<file path="config.mk">
export PLATFORM = sky130hd
export DESIGN_NAME = alu_issue_ctrl
export DESIGN_NICKNAME = d
export VERILOG_FILES = /design/src/rtl/alu_issue_ctrl.sv
export SDC_FILE = /design/constraint.sdc
export NUM_CORES = 1
export LEC_CHECK = 0
export CAP_MARGIN = 20
export CORE_ASPECT_RATIO = 1.5
export CORE_MARGIN = 2
export CORE_UTILIZATION = 44
export DETAILED_ROUTE_END_ITERATION = 10
export GPL_TIMING_DRIVEN = 0
export HOLD_SLACK_MARGIN = 0.12
export PLACE_DENSITY = 0.88
export SETUP_SLACK_MARGIN = 0.4
export SLEW_MARGIN = 15
export SYNTH_ARGS = -nofsm -noshare
export SYNTH_HDL_FRONTEND = slang
export SYNTH_SLANG_ARGS = --single-unit
</file>
<file path="constraint.sdc">
create_clock -name soc_clk -period 3.2 [get_ports soc_clk]
set_input_delay 0.96 -clock soc_clk [delete_from_list [all_inputs] [get_ports soc_clk]]
set_output_delay 0.96 -clock soc_clk [all_outputs]
set_load 0.005 [all_outputs]
</file>
<file path="src/rtl/alu_issue_ctrl.sv">
// alu_issue_ctrl: issues one decoded operation at a time to an external ALU.
// It holds the operands and enable until the ALU reports ready or the wait times
// out. It then spends one drain cycle presenting either a register writeback or a
// branch resolution.
//
// state | meaning
// ------+-----------------------------------------------------------------
// IDLE  | ready to accept; illegal ops (>=16) get an op_err pulse here
// WAIT  | operands and dat_ready held on the ALU; counting cycles without ready
// DRAIN | single cycle carrying the wb/br/err pulse, then back to IDLE
module alu_issue_ctrl #(
  parameter int unsigned TIMEOUT = 8
) (
  input  logic        soc_clk,
  input  logic        reset,
  input  logic        issue_valid,
  output logic        issue_ready,
  input  logic [4:0]  issue_op,
  input  logic [31:0] issue_rs1,
  input  logic [31:0] issue_rs2,
  input  logic [4:0]  issue_rd,
  output logic [31:0] ALU_dat1,
  output logic [31:0] ALU_dat2,
  output logic [4:0]  Instruction_to_ALU,
  output logic        dat_ready,
  input  logic [31:0] ALU_out,
  input  logic        ALU_ready,
  input  logic        ALU_overflow,
  input  logic        ALU_zero,
  input  logic        ALU_con_met,
  output logic        wb_valid,
  output logic [4:0]  wb_rd,
  output logic [31:0] wb_data,
  output logic        wb_ovf,
  output logic        wb_zero,
  output logic        br_valid,
  output logic        br_taken,
  output logic        op_err
);

  localparam int unsigned CNT_W = $clog2(TIMEOUT + 1);
  localparam logic [CNT_W-1:0] CNT_LAST = CNT_W'(TIMEOUT - 1);

  typedef enum logic [1:0] {
    S_IDLE  = 2'd0,
    S_WAIT  = 2'd1,
    S_DRAIN = 2'd2
  } state_t;

  state_t           state;
  state_t           state_next;
  logic [CNT_W-1:0] wait_cnt;
  logic [4:0]       op_rd;
  logic             accept;
  logic             illegal;
  logic             complete;
  logic             expire;
  logic             is_branch;
  logic             do_wb;

  assign issue_ready = (state == S_IDLE);
  assign is_branch   = (Instruction_to_ALU <= 5'd5);
  // Writeback is skipped for branches and for the hard-wired zero register.
  assign do_wb       = complete && !is_branch && (op_rd != 5'd0);

  // Next-state decode and the per-cycle event strobes.
  always_comb begin
    state_next = state;
    accept     = 1'b0;
    illegal    = 1'b0;
    complete   = 1'b0;
    expire     = 1'b0;
    case (state)
      S_IDLE: begin
        if (issue_valid) begin
          if (!issue_op[4]) begin
            accept     = 1'b1;
            state_next = S_WAIT;
          end else begin
            illegal = 1'b1;
          end
        end
      end
      S_WAIT: begin
        // A ready arriving on the last counted cycle still counts as completion.
        if (ALU_ready) begin
          complete   = 1'b1;
          state_next = S_DRAIN;
        end else if (wait_cnt == CNT_LAST) begin
          expire     = 1'b1;
          state_next = S_DRAIN;
        end
      end
      S_DRAIN: begin
        state_next = S_IDLE;
      end
      default: begin
        state_next = S_IDLE;
      end
    endcase
  end

  // State register.
  always_ff @(posedge soc_clk) begin
    if (reset) begin
      state <= S_IDLE;
    end else begin
      state <= state_next;
    end
  end

  // Operand capture, wait counter and the registered result/pulse outputs.
  always_ff @(posedge soc_clk) begin
    if (reset) begin
      ALU_dat1           <= '0;
      ALU_dat2           <= '0;
      Instruction_to_ALU <= '0;
      op_rd              <= '0;
      dat_ready          <= 1'b0;
      wait_cnt           <= '0;
      wb_valid           <= 1'b0;
      wb_rd              <= '0;
      wb_data            <= '0;
      wb_ovf             <= 1'b0;
      wb_zero            <= 1'b0;
      br_valid           <= 1'b0;
      br_taken           <= 1'b0;
      op_err             <= 1'b0;
    end else begin
      op_err   <= illegal | expire;
      wb_valid <= do_wb;
      br_valid <= complete && is_branch;
      br_taken <= complete && is_branch && ALU_con_met;

      if (accept) begin
        ALU_dat1           <= issue_rs1;
        ALU_dat2           <= issue_rs2;
        Instruction_to_ALU <= issue_op;
        op_rd              <= issue_rd;
        dat_ready          <= 1'b1;
        wait_cnt           <= '0;
      end else if (state == S_WAIT && !ALU_ready) begin
        wait_cnt <= wait_cnt + 1'b1;
      end

      if (complete || expire) begin
        dat_ready <= 1'b0;
      end

      // Writeback fields only move when a writeback is actually presented.
      if (do_wb) begin
        wb_rd   <= op_rd;
        wb_data <= ALU_out;
        wb_ovf  <= ALU_overflow;
        wb_zero <= ALU_zero;
      end
    end
  end

endmodule

</file>
==> summary by stage, run 1 <==
Synthesis
The predominant post-synthesis flop cell is dfxtp_1. The number of nets in the synthesized netlist is 653. Ranked by total cell area, the synthesized netlist is headed by dfxtp_1 (52%), nand2_1 (11%), nand2b_1 (9.8%). The synthesized design devotes to its leading area cell type between 50% and 60% of total area.

After technology mapping, the gate count stands at approximately 540. After synthesis, the share of flip-flops with an asynchronous set or reset is 0%. In this run, distinct cell masters in the synthesized netlist total 37. Summing the areas of all xor and xnor instances in the mapped netlist gives less than 1% of the synthesized area. The number of synthesized flops with an enable pin is 0.

The fraction of the yosys area taken by sequential cells is 51.68%. The mux contribution to synthesized area is 7.710%. For this run, the number of Yosys warnings is 0.

The mapped cell area is around 4800 µm². Summing the areas of all fa, ha and maj instances in the mapped netlist gives less than 1% of the synthesized area. The synthesized design spends more area on one cell type than any other, namely dfxtp_1. The average instance area after synthesis is between 8 and 9 µm². By instance count, the leading cell after synthesis is nand2_1. By area, the combinational part of the netlist is dominated by simple AND/OR/NAND/NOR gates. Summing the areas of all compound-gate instances in the mapped netlist gives under 10% of the synthesized area. The synthesized design contains 124 register bits. Ranked by instance count, the synthesized netlist is headed by nand2_1 (147), dfxtp_1 (124), nand2b_1 (75). The simple-gate area share of the yosys netlist is around a quarter.

Detailed routing
For this run, the detailed router's first-pass iteration total came to 7. In the routed layout, each cell is associated on average with a via count of ~4.9. The routed length per instance is between 15 and 20 µm. After detailed routing, the met2 layer carries about 7.8 mm of wire. The top routing layer in use is met4. The amount of wire on met3 after detailed routing is roughly 1.3 mm. The number of design rule violations left after detail routing is 0. For this block, the routed nets add up to ~15 mm of wire.

After detailed routing, the wire length on met1 is between 5 and 6 mm. The antenna violation net count after detailed routing is 0. The total via count after detailed routing is roughly 4700. The detailed router finished its first iteration with roughly 130 violations.

STA
The relative max-transition margin is roughly 61%. Timing would allow up to roughly 0.40 GHz. The final count of pins violating max slew is 0.

The hold violation count in the final report is 0. Setup repair after global routing left no endpoint under its margin. The slew at the pin closest to its max-slew limit is roughly 0.58 ns.

The number of failing setup endpoints in the final timing report is 0. The maximum clock skew at final layout is between 0.005 and 0.006 ns. Summed over all failing endpoints, the final setup total negative slack is 0 ns.

The worst path in the final design needs a cycle of between 2 and 3 ns, including I/O delays and setup. In the finished design, the share of the clock period the worst path needs comes to between 70% and 80%.

Clocking
The clock tree from TritonCTS is built. The clock sink count is 124. Buffers added to address setup during post-CTS repair amount to 0.

The H-tree generated during clock tree synthesis spans 4 levels. Clock tree synthesis inserted a total of 17 buffers. The later pin in the worst-skew pair is clocked with a latency of between 0.4 and 0.5 ns. The cell sitting at the root of the clock tree is a clkbuf_16.

Counting along the longest clock path gives a buffer depth of 2. Clock-pin slew was measured on the worst setup and hold paths at 0.05 ns. The number of instances resized during post-cts repair is 0. The number of buffers added to fix hold violations after cts is 0.

Global routing
Global routing finished with a remaining overflow of 0. Entering global routing, the biggest net connects 17 pins. The overall routing resource usage is roughly 25%.

The number of antenna violations at the first check in global routing is 0. The via count of the first global-routing pass was roughly 4800. The first global-routing pass estimated between 20 and 25 mm of wire.

Setup path
The class of the most critical setup path is flip-flop to output port. On the critical path the largest part of the delay comes from buffers and inverters. The nature of the critical path endpoint is an output port. The stage delay of the slowest cell on the critical path is 0.54 ns.

Counting both buffers and inverters, the worst setup path holds a total of 2. The category of the worst setup path launch point is a flip-flop. On the critical path, the stage with the largest delay is an instance of clkdlybuf4s50_1. Of all nets on the critical path, the largest fanout is 10. Walking the worst path, the cells encountered are buf_4, nor2_1, clkdlybuf4s50_1.

The data required time of the critical path is 2.24 ns. Data on the critical path arrives at its endpoint at 1.54 ns.

Die
The width of the chip is about 89 µm. The number of top-level pins is between 200 and 250. The placeable core region is around 11000 µm². The placement row count is 46. The area of the die is 11790 µm². The initial standard-cell utilization of the core is approximately 45%. The floorplan step set the die height to about 130 µm.

Cells and area
Compared with the post-synthesis result, the final layout area differs by 64.83%. The layout has 799 filler cells. Of the cells placed in the final design, the portion with a size suffix greater than 1 is around 6.7%. After the last flow step, the layout net total stands at ~900.

0 antenna diodes ended up in the layout.

Placement
The count of buffers added on input and output ports is roughly 230. Detailed placement finished with a half-perimeter wire length of 10.93 mm. The global placer's final weighted congestion is around 0.77.

Status
The run finished with clean final reports.

Power
The power per unit of standard cell area is 536.1 nW/µm². The design draws approximately 4200 µW. The leakage power total is roughly 0.0028 µW. The maximum ir drop on the vdd rail is 0.0005697 V.

Run
The tool flagged a number of max-cap violations equal to 0.

Hold path
The path class of the tightest hold or removal check is flip-flop to flip-flop.
cell families (layout without fill, tap and decap cells):
family,count (synthesis),in the layout
flops,124,124
xor+xnor,2,2
mux,37,37
simple gates,247,247
compound gates,85,85
fa+ha+maj,1,1
buf+inv,43,300
tightest hold or removal path: stages, from the launching register on:
cell	delay [ns]
dfxtp_1	0.30
nand2_1	0.05
a21oi_1	0.05
routing by layer:
metal / global-route usage [%] / vias to the layer above
met3: 9.393 / 40
met5: 0 / -
met4: 11.19 / 0
li1: - / 2254
met2: 45.60 / 207
met1: 22.72 / 2149
metrics by stage:
stage	cell area [µm²]	hold WS [ns]	util [%]	setup slack (ns)	std cells
6_report	7918	0.4518	74.76	0.6989	940
5_1_grt	7918	0.4698	74.76	0.6318	940
4_1_cts	7918	0.4544	74.76	0.6860	940
3_5_place_dp	7236	0.4485	68.32	0.3542	908
3_3_place_gp	7236	0.4422	68.32	0.4512	908
2_1_floorplan	4803	0.4363	-	1.136	539
path summary, 6_finish.rpt:
check,slack (ns),start,cells past startpoint,endpoint
hold / removal,0.45,ALU_dat1[1],2,ALU_dat1[1]
setup reg to reg,1.45,state[1],6,op_rd[2]
setup / recovery,0.70,state[0],3,issue_ready
hold reg to reg,0.45,ALU_dat1[1],2,ALU_dat1[1]
cells in the final DEF (no fill, tap or decap), drive strengths merged, types with 2 or more instances in the layout:
cell / count
buf: 19
o21ai: 2
nor3: 3
nor3b: 2
xnor2: 2
nand2b: 75
a21oi: 73
a211oi: 4
nor2: 5
mux2i: 37
clkinv: 5
clkbuf: 39
clkinvlp: 3
nor4b: 2
dfxtp: 124
bufinv: 6
nand2: 147
and3b: 2
nor4: 2
clkdlybuf4s50: 225
inv: 3
o32ai: 2
final cells by class:
| class | instances | area [µm²] | share of cell area, % |
|---|---|---|---|
| clock inverter | 14 | 242.7 | 3.066 |
| tap | 144 | 180.2 | 2.276 |
| timing repair buffer | 225 | 2252 | 28.45 |
| sequential | 124 | 2482 | 31.35 |
| clock buffer | 18 | 439.2 | 5.547 |
| buffer | 40 | 239.0 | 3.018 |
| multi-input combinational | 372 | 2071 | 26.15 |
| inverter | 3 | 11.26 | 0.1422 |
power breakdown:
group	leakage [µW]	total (µW)	internal [µW]	switching, µW
combinational	0.00148	431	263	168
sequential	0.00101	1620	1590	27.5
clock	0.000322	2190	1480	710
state kept, by name, indices dropped and copies added, names as in the netlist:
signal              flops
ALU_dat1               32
ALU_dat2               32
wb_data                32
Instruction_to_ALU      5
op_rd                   5
wb_rd                   5
wait_cnt                4
state                   2
br_taken                1
br_valid                1
dat_ready               1
op_err                  1
wb_ovf                  1
wb_valid                1
wb_zero                 1
No activity file was read; power rests on OpenSTA's default activity.
==> run 2: changes to the inputs <==
--- a/config.mk
+++ b/config.mk
@@ -8,11 +8,11 @@
 export CAP_MARGIN = 20
 export CORE_ASPECT_RATIO = 1.5
 export CORE_MARGIN = 2
-export CORE_UTILIZATION = 44
+export CORE_UTILIZATION = 41
 export DETAILED_ROUTE_END_ITERATION = 10
 export GPL_TIMING_DRIVEN = 0
 export HOLD_SLACK_MARGIN = 0.12
-export PLACE_DENSITY = 0.88
+export PLACE_DENSITY = 0.83
 export SETUP_SLACK_MARGIN = 0.4
 export SLEW_MARGIN = 15
 export SYNTH_ARGS = -nofsm -noshare
==> constraint.sdc (replaced) <==
create_clock -name soc_clk -period 2.5 [get_ports soc_clk]
set_input_delay 0.75 -clock soc_clk [delete_from_list [all_inputs] [get_ports soc_clk]]
set_output_delay 0.75 -clock soc_clk [all_outputs]
set_load 0.005 [all_outputs]
==> run 2 against run 1 <==
  * Routed wire length shrank 3.5%
  * Cell count grew 0.96%
  * Sequential cell count is the same
  * Core utilization shrank 5.7 points
  * Critical path type unchanged
  * Largest cell class unchanged
==> summary by stage, run 2 (same netlist as run 1, synthesis figures left out) <==
Status
The flow ran to the end, and the final reports show no timing, DRC or antenna violations.

Power
IR analysis of the VDD net gives a maximum drop of between 0.0004 and 0.0005 V. Power comes to between 5000 and 6000 µW. Power spread over the standard cell area amounts to between 600 and 700 nW/µm². The leakage power total is a little under 0.003 µW.

STA
The number of failing setup endpoints in the final timing report is 0. Dividing the final minimum period by the clock period gives 81.35%. Across the routed clock network, the largest skew measured is 0.009998 ns.

After layout, the minimum clock period comes to around 2 ns. For this run, the top clock speed supported by timing is approximately 0.49 GHz. Setup repair after global routing left no endpoint under its margin. The final count of pins violating max slew is 0. The tightest hold path in the finished design has a slack of around 0.46 ns. The hold violation count in the final report was 0. Measured against its own limit, the worst slew margin works out to between 50% and 60%. At the pin with the least slew margin, the transition time is 0.7261 ns.

Global routing
The via count of the first global-routing pass came to 4644. The sum of overflow across all layers after global routing is 0. The first global-routing pass estimated approximately 22 mm of wire. The number of antenna violations at the first check in global routing was 1. The overall routing resource usage is between 20 and 25%.

The largest net degree at the start of global routing is 17.

Die
The width of the chip is between 90 and 100 µm. The number of top-level pins is around 230. The initial utilization of the core area, before any placement, comes to a little over two fifths. The die covers roughly 13000 µm². The die outline height is between 100 and 150 µm. After floorplanning, the core was sized to cover 11470 µm². The placement row count is 48.

Setup path
The nature of the critical path endpoint is an output port. The worst setup path is launched from a flip-flop. The launch instance of the worst register-to-register path is op_rd[0]. The cell family with the largest share of critical-path delay is buffers and inverters. The stage delay of the slowest cell on the critical path is around 0.56 ns. The reg2reg setup slack is 0.77 ns. The highest-delay cell along the critical path is clkdlybuf4s50_1. The data arrival time of the critical path is roughly 1.3 ns.

In this run the worst path has a maximum fanout of 2. The number of buffers and inverters on the critical path is 1. The critical path depth in cells is 1.

Counting cells, the worst reg-to-reg path comes to 5. The critical path goes through clkdlybuf4s50_1. The worst register-to-register path ends at wb_data[21]. The data required time of the critical path is roughly 1.8 ns.

The class of the most critical setup path is flip-flop to output port.

Detailed routing
The total via count after detailed routing is ~4500. The routed length per instance is 14.87 µm. The number of design rule violations left after detail routing is 0. Using the TritonRoute via totals, the vias-per-cell ratio works out to between 4 and 5. The antenna violation net count after detailed routing is 0.

The number of design-rule violations left by the first detailed-router iteration is 140. The first-pass detailed-route iteration total is 4. Summed over all layers, the routed wires come to 14.11 mm.

Clocking
The master cell of the clock root buffer is clkbuf_16. TritonCTS built the clock tree. The number of levels in the clock H-tree is 4.

The clock edge transition at the registers on the reported setup and hold paths is ~0.05 ns. Clock tree synthesis inserted a total of 17 buffers. The tree built by TritonCTS fans out to around 120 sinks.

Clock latency on the worst-skew pair, taken at its later pin, is roughly 0.4 ns. Counting along the longest clock path gives a buffer depth of 2.

Cells and area
Cells with a size suffix above 1 make up approximately 7.5% of the layout. The top cell types in the final layout, fill and taps aside, are clkdlybuf4s50_1 (218), nand2_1 (147), dfxtp_1 (124). The layout-stage area growth over the synthesis result is 64.86%. The largest registers in the layout are ALU_dat1 x32, ALU_dat2 x32, wb_data x32. The final layout contains 900 nets. Leaving out fill and tap cells, the most frequent cell in the layout is clkdlybuf4s50_1. The diode insertion count for antenna repair is 0.

Placement
The post-detailed-placement half-perimeter wirelength is 10.95 mm. The global placer's final weighted congestion is 0.7828. The number of buffer cells added on primary ports is ~230.

Run
The max-capacitance violation count is 0.

Hold path
The startpoint identified for the worst hold timing path is ALU_dat1[1]. The endpoint with the worst hold slack is ALU_dat1[1]. The worst hold path depth is 2. The path category of the worst min-delay check is flip-flop to flip-flop.
-- run 2: cell types whose count changed in the layout (fill, tap and decap cells not counted), sizes merged --
| cell | change |
|---|---|
| bufinv | -2 |
| clkdlybuf4s50 | -7 |
| dlymetal6s2s | +6 |
| buf | +3 |
| dlygate4sd2 | +1 |
| clkbuf | +3 |
| clkinvlp | -1 |
-- run 2: per-layer routing --
layer | part of all wire, % | global-route usage, % | vias up
met3 | 7.7 | 7.379 | 21
met4 | 2.0 | 8.789 | 2
met2 | 54 | 41.85 | 184
met1 | 37 | 21.37 | 2076
met5 | 0.071 | 0 | -
li1 | - | - | 2259
-- run 2: how the worst max path moves through the flow --
stage | startpoint | to | slack [ns]
after floorplan | issue_op[4] | ALU_dat2[10] | 0.65
after global placement | issue_op[4] | ALU_dat1[29] | -0.14
after detailed placement | issue_op[4] | Instruction_to_ALU[3] | -0.18
after CTS | Instruction_to_ALU[1] | Instruction_to_ALU[1] | 0.40
after global routing | issue_valid | op_rd[2] | 0.41
final | ALU_dat2[13] | ALU_dat2[13] | 0.47
-- run 2: area by class of cell --
cell class	instances	area (µm²)
clock buffer	21	450.4
timing repair buffer	228	2288
buffer	40	249.0
tap	150	187.7
clock inverter	11	167.7
inverter	3	11.26
multi-input combinational	372	2082
sequential	124	2482
fill	912	3552
-- run 2: tightest hold or removal path, cell delays in order (launching register included) --
cell and delay, ns:
dfxtp_1 0.30, nand2_1 0.05, a21oi_1 0.05
-- run 2: repair_timing --
action | in CTS | in global routing
hold buffers | 0 | 0
setup endpoints to repair | 27 | 86
buffers inserted | 3 | 0
pin swaps | 2 | 0
gates resized for setup | 1 | 22
-- run 2: power breakdown --
group / internal, µW / total [µW] / switching [µW]
Clock: 1690 / 2540 / 845
Combinational: 341 / 556 / 214
Sequential: 2040 / 2070 / 33.6
-- run 2: per-stage QoR --
step                      setup slack (ns)  utilization [%]  area [µm²]  cells  setup TNS (ns)
final                               0.4661            69.03        7919    949               0
after global routing                0.4114            69.03        7919    949               0
after CTS                           0.4002            68.72        7883    949               0
after detailed placement           -0.1753            63.14        7243    914          -3.213
after global placement             -0.1411            63.14        7243    914          -2.332
after floorplan                     0.6461                -        4803    539               0
